--- config.mk ---
export PLATFORM = sky130hd
export DESIGN_NAME = lfsr_gen
export DESIGN_NICKNAME = d
export VERILOG_FILES = /design/src/rtl/lfsr_pkg.sv /design/src/rtl/lfsr_period_mon.sv /design/src/rtl/lfsr_gen.sv
export SDC_FILE = /design/constraint.sdc
export NUM_CORES = 1
export LEC_CHECK = 0
export ABC_AREA = 1
export CORE_MARGIN = 5
export CORE_UTILIZATION = 55
export CTS_BUF_LIST = sky130_fd_sc_hd__clkbuf_2
export DETAILED_ROUTE_END_ITERATION = 7
export PLACE_DENSITY = 0.95
export SYNTH_ARGS = -nofsm -noshare
export SYNTH_HDL_FRONTEND = slang
export SYNTH_HIERARCHICAL = 1
export SYNTH_SLANG_ARGS = --single-unit
export TNS_END_PERCENT = 100
--- constraint.sdc ---
create_clock -name clk -period 3.5 [get_ports clk]
set_input_delay 0.525 -clock clk [delete_from_list [all_inputs] [get_ports clk]]
set_output_delay 0.525 -clock clk [all_outputs]
set_load 0.01 [all_outputs]
--- src/rtl/lfsr_pkg.sv ---
// Shared mode encodings and helpers for the lfsr_gen block.
package lfsr_pkg;

   typedef logic [1:0] mode_t;

   localparam mode_t MODE_HOLD  = 2'b00;
   localparam mode_t MODE_RUN   = 2'b01;
   localparam mode_t MODE_SHIFT = 2'b10;
   localparam mode_t MODE_LOAD  = 2'b11;

   // Serial shift-in and parallel load both define a new start state.
   function automatic logic mode_sets_start(input mode_t m);
      return (m == MODE_SHIFT) || (m == MODE_LOAD);
   endfunction

endpackage

--- src/rtl/lfsr_period_mon.sv ---
// Start-state tracker: step counter, wrap compare and measured period.
module lfsr_period_mon
#(
   parameter int unsigned     WIDTH     = 6,
   parameter logic [WIDTH-1:0] RESET_VAL = WIDTH'(1)
)
(
   input  logic             clk,
   input  logic             rst,
   input  logic [WIDTH-1:0] nxt,
   input  logic             step,
   input  logic             restart,
   output logic             wrap,
   output logic [WIDTH-1:0] period,
   output logic [WIDTH-1:0] steps
);

   logic [WIDTH-1:0] start;
   logic [WIDTH-1:0] steps_inc;

   // Saturating increment so a stuck or very long sequence never rolls the count.
   always_comb begin
      steps_inc = steps;
      if (steps != '1) begin
         steps_inc = steps + WIDTH'(1);
      end
   end

   always_ff @(posedge clk) begin
      if (rst) begin
         start  <= RESET_VAL;
         steps  <= '0;
         period <= '0;
         wrap   <= 1'b0;
      end else begin
         wrap <= 1'b0;
         if (restart) begin
            start <= nxt;
            steps <= '0;
         end else if (step) begin
            if (nxt == start) begin
               wrap   <= 1'b1;
               period <= steps_inc;
               steps  <= '0;
            end else begin
               steps <= steps_inc;
            end
         end
      end
   end

endmodule

--- src/rtl/lfsr_gen.sv ---
// Fibonacci LFSR with hold/run/serial-seed/parallel-load modes and period monitor.
module lfsr_gen
   import lfsr_pkg::*;
#(
   parameter int unsigned      WIDTH        = 6,
   parameter logic [WIDTH-1:0] TAPS         = WIDTH'(6'b110000),
   parameter logic [WIDTH-1:0] RESET_VAL    = WIDTH'(1),
   parameter bit               AUTO_RECOVER = 1'b1
)
(
   input  logic             clk,
   input  logic             rst,
   input  logic [1:0]       mode,
   input  logic             seed_bit,
   input  logic [WIDTH-1:0] seed,
   output logic [WIDTH-1:0] out,
   output logic             serial_out,
   output logic             lockup,
   output logic             wrap,
   output logic [WIDTH-1:0] period,
   output logic [WIDTH-1:0] steps
);

   logic             fb;
   logic [WIDTH-1:0] nxt;
   logic             step;
   logic             restart;

   // Next-state datapath; recovery only applies to the running register.
   always_comb begin
      fb      = ^(out & TAPS);
      nxt     = out;
      step    = 1'b0;
      restart = 1'b0;
      case (mode_t'(mode))
         MODE_RUN: begin
            if ((out == '0) && AUTO_RECOVER) begin
               nxt     = RESET_VAL;
               restart = 1'b1;
            end else begin
               nxt  = {out[WIDTH-2:0], fb};
               step = 1'b1;
            end
         end
         MODE_SHIFT: nxt = {out[WIDTH-2:0], seed_bit};
         MODE_LOAD:  nxt = seed;
         default:    nxt = out;
      endcase
      if (mode_sets_start(mode_t'(mode))) begin
         restart = 1'b1;
      end
   end

   always_ff @(posedge clk) begin
      if (rst) begin
         out <= RESET_VAL;
      end else begin
         out <= nxt;
      end
   end

   assign serial_out = out[WIDTH-1];
   assign lockup     = (out == '0);

   lfsr_period_mon #(
      .WIDTH     (WIDTH),
      .RESET_VAL (RESET_VAL)
   ) u_period_mon (
      .clk     (clk),
      .rst     (rst),
      .nxt     (nxt),
      .step    (step),
      .restart (restart),
      .wrap    (wrap),
      .period  (period),
      .steps   (steps)
   );

endmodule
Word-level counts from Yosys, hierarchy flattened

Index checks and enable logic that the tools add are counted.

Register bits: 25
Input bits: 11
Logic and storage cells: 29

Bitwise gates (word level): 2
Reduce and logical (&&, ||, !) cells: 6
Add/subtract/negate cells: 1
Equal/unequal tests: 5
Mux-type cells: 10

Operator list:

| kind                                                                  | number |
|---|---|
| 6-bit two-way mux                                                     | 3 |
| 6-bit case mux with 3 select lines                                    | 1 |
| 6-bit by 1-bit adder with 6-bit output, second input constant         | 1 |
| 6-bit equality test                                                   | 1 |
| 6-bit logical NOT                                                     | 1 |
| 1-bit two-way mux                                                     | 6 |
| 6-bit inequality test, second input constant                          | 1 |
| 6-bit parity                                                          | 1 |
| 2-bit equality test, second input constant                            | 2 |
| 3-bit AND reduction                                                   | 1 |
| 3-bit OR reduction                                                    | 1 |
| 2-bit by 1-bit equality test with 1-bit output, second input constant | 1 |
| 1-bit NOT                                                             | 2 |
| 2-bit OR reduction                                                    | 1 |
| 1-bit logical OR                                                      | 1 |

Logic depth before layout (Yosys ltp)

Word-level depth: 6
Mapped depth: 15
Mapped depth without buffers: 15

Modules after synthesis

The synthesis kept the hierarchy.

By module, submodules not included:

| module          | area each (um^2) | sequential area each (um^2) | instances | cells an instance |
|---|---|---|---|---|
| lfsr_period_mon | 1,086.0          | 380.4                       | 1         | 162 |
| lfsr_gen        | 404.1            | 120.1                       | 1         | 65 |

Least setup slack after synthesis

OpenSTA, ideal clock, no wires.

Kind: register to register
From: register out[4]
To: register u_period_mon.period[0]
Library setup time: 0.064 ns
Slack: 1.711 ns
Required time: 3.436 ns
Path buffers: 0
Arrival time: 1.725 ns
Cell stages (with the launch flop): 16
Cell sequence: dfxtp_1 inv_1 ha_1 inv_1 nor2_1 nor2_1 nand3_1 inv_1 nand2_1 nand2_1 inv_2 nor2_4 nand3_4 nor2_4 nor2_1 nor2_1

RTL lines:

| what                                                     | RTL line                       | RTL |
|---|---|---|
| from (decl)                                              | lfsr_gen.sv:16                 | `output logic [WIDTH-1:0] out,` |
| from (signal assigned)                                   | lfsr_gen.sv:58                 | `out <= nxt;` |
| 6-bit parity / 6-bit logical NOT (equally long branches) | lfsr_gen.sv:31, lfsr_gen.sv:37 |  |
| 6-bit two-way mux *                                      | lfsr_gen.sv:37                 | `if ((out == '0) && AUTO_RECOVER) begin` |
| 6-bit case mux with 3 select lines *                     | lfsr_gen.sv:35                 | `case (mode_t'(mode))` |
| via nxt[0]                                               | lfsr_gen.sv:25                 | `logic [WIDTH-1:0] nxt;` |
| 6-bit equality test *                                    | lfsr_period_mon.sv:41          | `if (nxt == start) begin` |
| 3-bit AND reduction (no source line) *                   | n/a                            |  |
| to (signal assigned)                                     | lfsr_period_mon.sv:43          | `period <= steps_inc;` |
| to (decl)                                                | lfsr_period_mon.sv:14          | `output logic [WIDTH-1:0] period,` |

Mark *: on every way through the listed nets, which the timed path passes. The rest lies on a longest branch.
A chain may end at the register's enable or synchronous reset.

Final worst setup path

From: register out[4]
To: output lockup

Word-level cells in the longest chain between the ends: 1

RTL lines:

| what              | RTL line       | RTL |
|---|---|---|
| 6-bit logical NOT | lfsr_gen.sv:63 | `assign lockup = (out == '0);` |
| to (decl)         | lfsr_gen.sv:18 | `output logic lockup,` |

Every way passes these cells.

==> run_results.csv <==
group,metric,value,unit
run_status,status,"finished clean",
clocking,clkSinkCount,25,
yosys,ys.warnings.count,6,
timing,hold_viol,0,
floorplan,rows,18,
timing,slew_viol_final,0,
yosys,netlist_area,1490,sq um
yosys,synth_top_area_share,0.336,
yosys,synthSimpleGateAreaFrac,0.425,
place,dp_hpwl,2.62,mm
pwr,cellInternalPower,0.381,mW
timing,fin_skew,0.0116,ns
floorplan,io_pins,32,
yosys,synth_top_family_by_area,"simple AND/OR/NAND/NOR gates",
timing,period_needed,2.30,ns
yosys,synth_cell_types,26,
pwr,netSwitchingPower,0.183,mW
global_route,antenna_found_initial,0,
timing,setup_viol_count_final,0,
yosys,synth-adder-area-share,0.0168,
timing,worstMarginPinSlew,0.478,ns
clocking,cts_max_level,1,
routing,route.detailed.drc,0,
routing,drt_wl_total,3.25,mm
routing,drt_iter0_markers,60,
setup_path,startpoint_type,"flop",
pwr,power.density,307,nW/um^2
timing,rsz0062_at_grt,"false",
setup_path,reg2reg_to,"u_period_mon/period[2]",
yosys,syn_inst,227,
timing,max_freq,435,MHz
routing,wl_met3,192,um
final_layout,syn_to_final_growth,23.3,%
pwr,swShare,0.325,
global_route,grt_pass1_vias,1348,
yosys,yosysMostFrequentCell,"nand2_1",
worst_hold_path,hold_depth,2,
setup_path,critPathCaptureType,"output port",
setup_path,cp_max_fo,5,
setup_path,crit_slowest_cell,"clkdlybuf4s50_1",
routing,top_layer,"met4",
yosys,synth_common_cells,"58 x nand2_1, 35 x inv_1, 31 x nor2_1",
clocking,clk_path_buf_depth,2,
yosys,postSynth.asyncResetShare,0,
yosys,syn-mean-instance-area,6.56,sq um
yosys,synth_fp_nets,240,
floorplan,die_h,62.1,um
clocking,ctsResizeCount,0,
global_route,grt_pass1_wl,5.71,mm
setup_path,r2r-start,"out[4]",
clocking,clk_latency,0.36,ns
global_route,grt_max_degree,16,
timing,slew_headroom,0.681,
routing,via_per_inst,5.06,
routing,ant_nets,0,
yosys,synth_xor_area_frac,0,
worst_hold_path,hp-class,"flop to flop",
setup_path,rr_worst_depth,11,
routing,vias,1463,
setup_path,worstPathCellList,"inv_1, ha_1, nand3_1, inv_1, clkdlybuf4s50_1",
final_layout,fin_nets,273,
routing,wl_met2,1.56,mm
floorplan,die_x,62.1,um
clocking,clkTransAtPathRegs,0.24,ns
setup_path,r2r_slack,1.49,ns
routing,dr.pass1.iters,4,
timing,tns,0,ns
setup_path,slowest_delay,0.48,ns
global_route,grt_use_total,0.198,
pwr,pwr-share-clk,0.203,
setup_path,cp_data_required_time,2.97,ns
routing,drt-met1-wl,1.47,mm
global_route,grt_overflow_total,0,
setup_path,cp_common_cell,"inv_1",
yosys,ys.flop_type,"dfxtp_1",
pwr,seqPwrFrac,0.548,
setup_path,crit_path_end,"lockup",
setup_path,path_class,"flop to output port",
clocking,hold_buffers,0,
pwr,power_frac_comb,0.249,
final_layout,antennaDiodeCount,0,
final_layout,drive_gt1_frac,0.108,
floorplan,start_util,0.586,
yosys,synth_edf_count,0,
place,port_buffers,31,
clocking,root_buffer,"clkbuf_2",
final_layout,fillers,207,
final_layout,final_util,0.722,
clocking,cts_tree,"done",
pwr,peakVddDrop,0.000294,V
clocking,numCtsBuffers,3,
yosys,synth_compound_area_frac,0.107,
place,place.gp.congestion,0.901,
floorplan,die_area,3850,sq um
yosys,synthMuxAreaShare,0,
yosys,yosysTopAreaCell,"dfxtp_1",
routing,wl_per_cell,11.2,um
setup_path,cp-startpoint,"out[4]",
setup_path,crit_arrival,1.77,ns
pwr,p_leak,0.816,nW
yosys,ys_seq_elements,25,
job,maxCapViolations,0,
clocking,postCtsSetupRepairBufs,0,
timing,finalCritPeriodShare,0.657,
yosys,ys_top_cells_by_area,"dfxtp_1 34%, nand2_1 15%, inv_1 8.8%",
floorplan,design.core.area,2540,sq um
yosys,seq_area_frac_synth,0.336,
==> through the flow <==
step	hold slack [ns]	instance area [sq um]	setup WS, ns	power (mW)	std cells
floorplan	0.463	1490	1.71	0.410	227
detailed placement	0.475	1810	0.940	0.454	285
global route	0.535	1840	1.05	0.601	289
finish	0.514	1840	1.20	0.564	289
global placement	0.468	1810	1.06	0.450	285
CTS	0.516	1840	1.20	0.568	289
==> kinds of logic (layout without fill, tap and decap cells) <==
group,Yosys count,count (layout)
AO/OA/AOI/OAI,29,29
adder cells (fa/ha/maj),2,2
buffers and inverters,42,74
flip-flops,25,25
AND/OR/NAND/NOR,129,129
==> layout make-up <==
class                           count  area (sq um)  area share
Sequential cell                    25           500       0.272
Tap cell                           30          37.5      0.0204
Inverter                           39           149      0.0811
Multi-Input combinational cell    160           817       0.445
Clock buffer                        3          15.0     0.00817
Timing Repair Buffer               31           310       0.169
Clock inverter                      1          7.51     0.00409
==> placed cells by master, fill, tap and decap left out, drive strengths merged, types with 2 or more instances in the layout <==
cell type      Yosys  final
nand2             64     64
nor2              40     40
inv               39     39
clkdlybuf4s50      0     31
dfxtp             25     25
nand3             17     17
a21oi             16     16
o21ai              9      9
or2                4      4
o211ai             4      4
clkbuf             0      3
nand4              3      3
ha                 2      2
==> layer usage <==
layer	GRT usage	vias to the layer above
met5	0	-
met4	0.0515	0
met3	0.0434	4
met2	0.324	46
met1	0.262	643
li1	-	770
==> critical path, delay by kind of cell (launching register included) <==
family | cells | cell delay (ns)
buffers and inverters | 3 | 0.62
and+or+nand+nor | 1 | 0.12
DFF | 1 | 0.47
adders and majority gates | 1 | 0.20
==> power by group through the flow <==
stage / Combinational, mW / Clock [mW] / Sequential, mW
finish: 0.140 / 0.115 / 0.309
global route: 0.158 / 0.132 / 0.311
CTS: 0.141 / 0.118 / 0.309
detailed placement: 0.140 / 0 / 0.315
global placement: 0.136 / 0 / 0.314
floorplan: 0.0945 / 0 / 0.315
==> sequential cells by signal (all words and copies together), names as in the netlist <==
name and count:
u_period_mon/start 6, u_period_mon/wrap 1, u_period_mon/period 6, out 6, u_period_mon/steps 6
==> how the worst min path moves through the flow <==
stage                           start                      to  slack (ns)
3_5_place_dp   u_period_mon/period[3]  u_period_mon/period[3]        0.48
2_1_floorplan   u_period_mon/start[0]   u_period_mon/start[0]        0.46
6_report       u_period_mon/period[3]  u_period_mon/period[3]        0.51
5_1_grt        u_period_mon/period[3]  u_period_mon/period[3]        0.54
4_1_cts        u_period_mon/period[3]  u_period_mon/period[3]        0.52
3_3_place_gp   u_period_mon/period[0]  u_period_mon/period[0]        0.47
No activity file was read; power rests on OpenSTA's default activity.
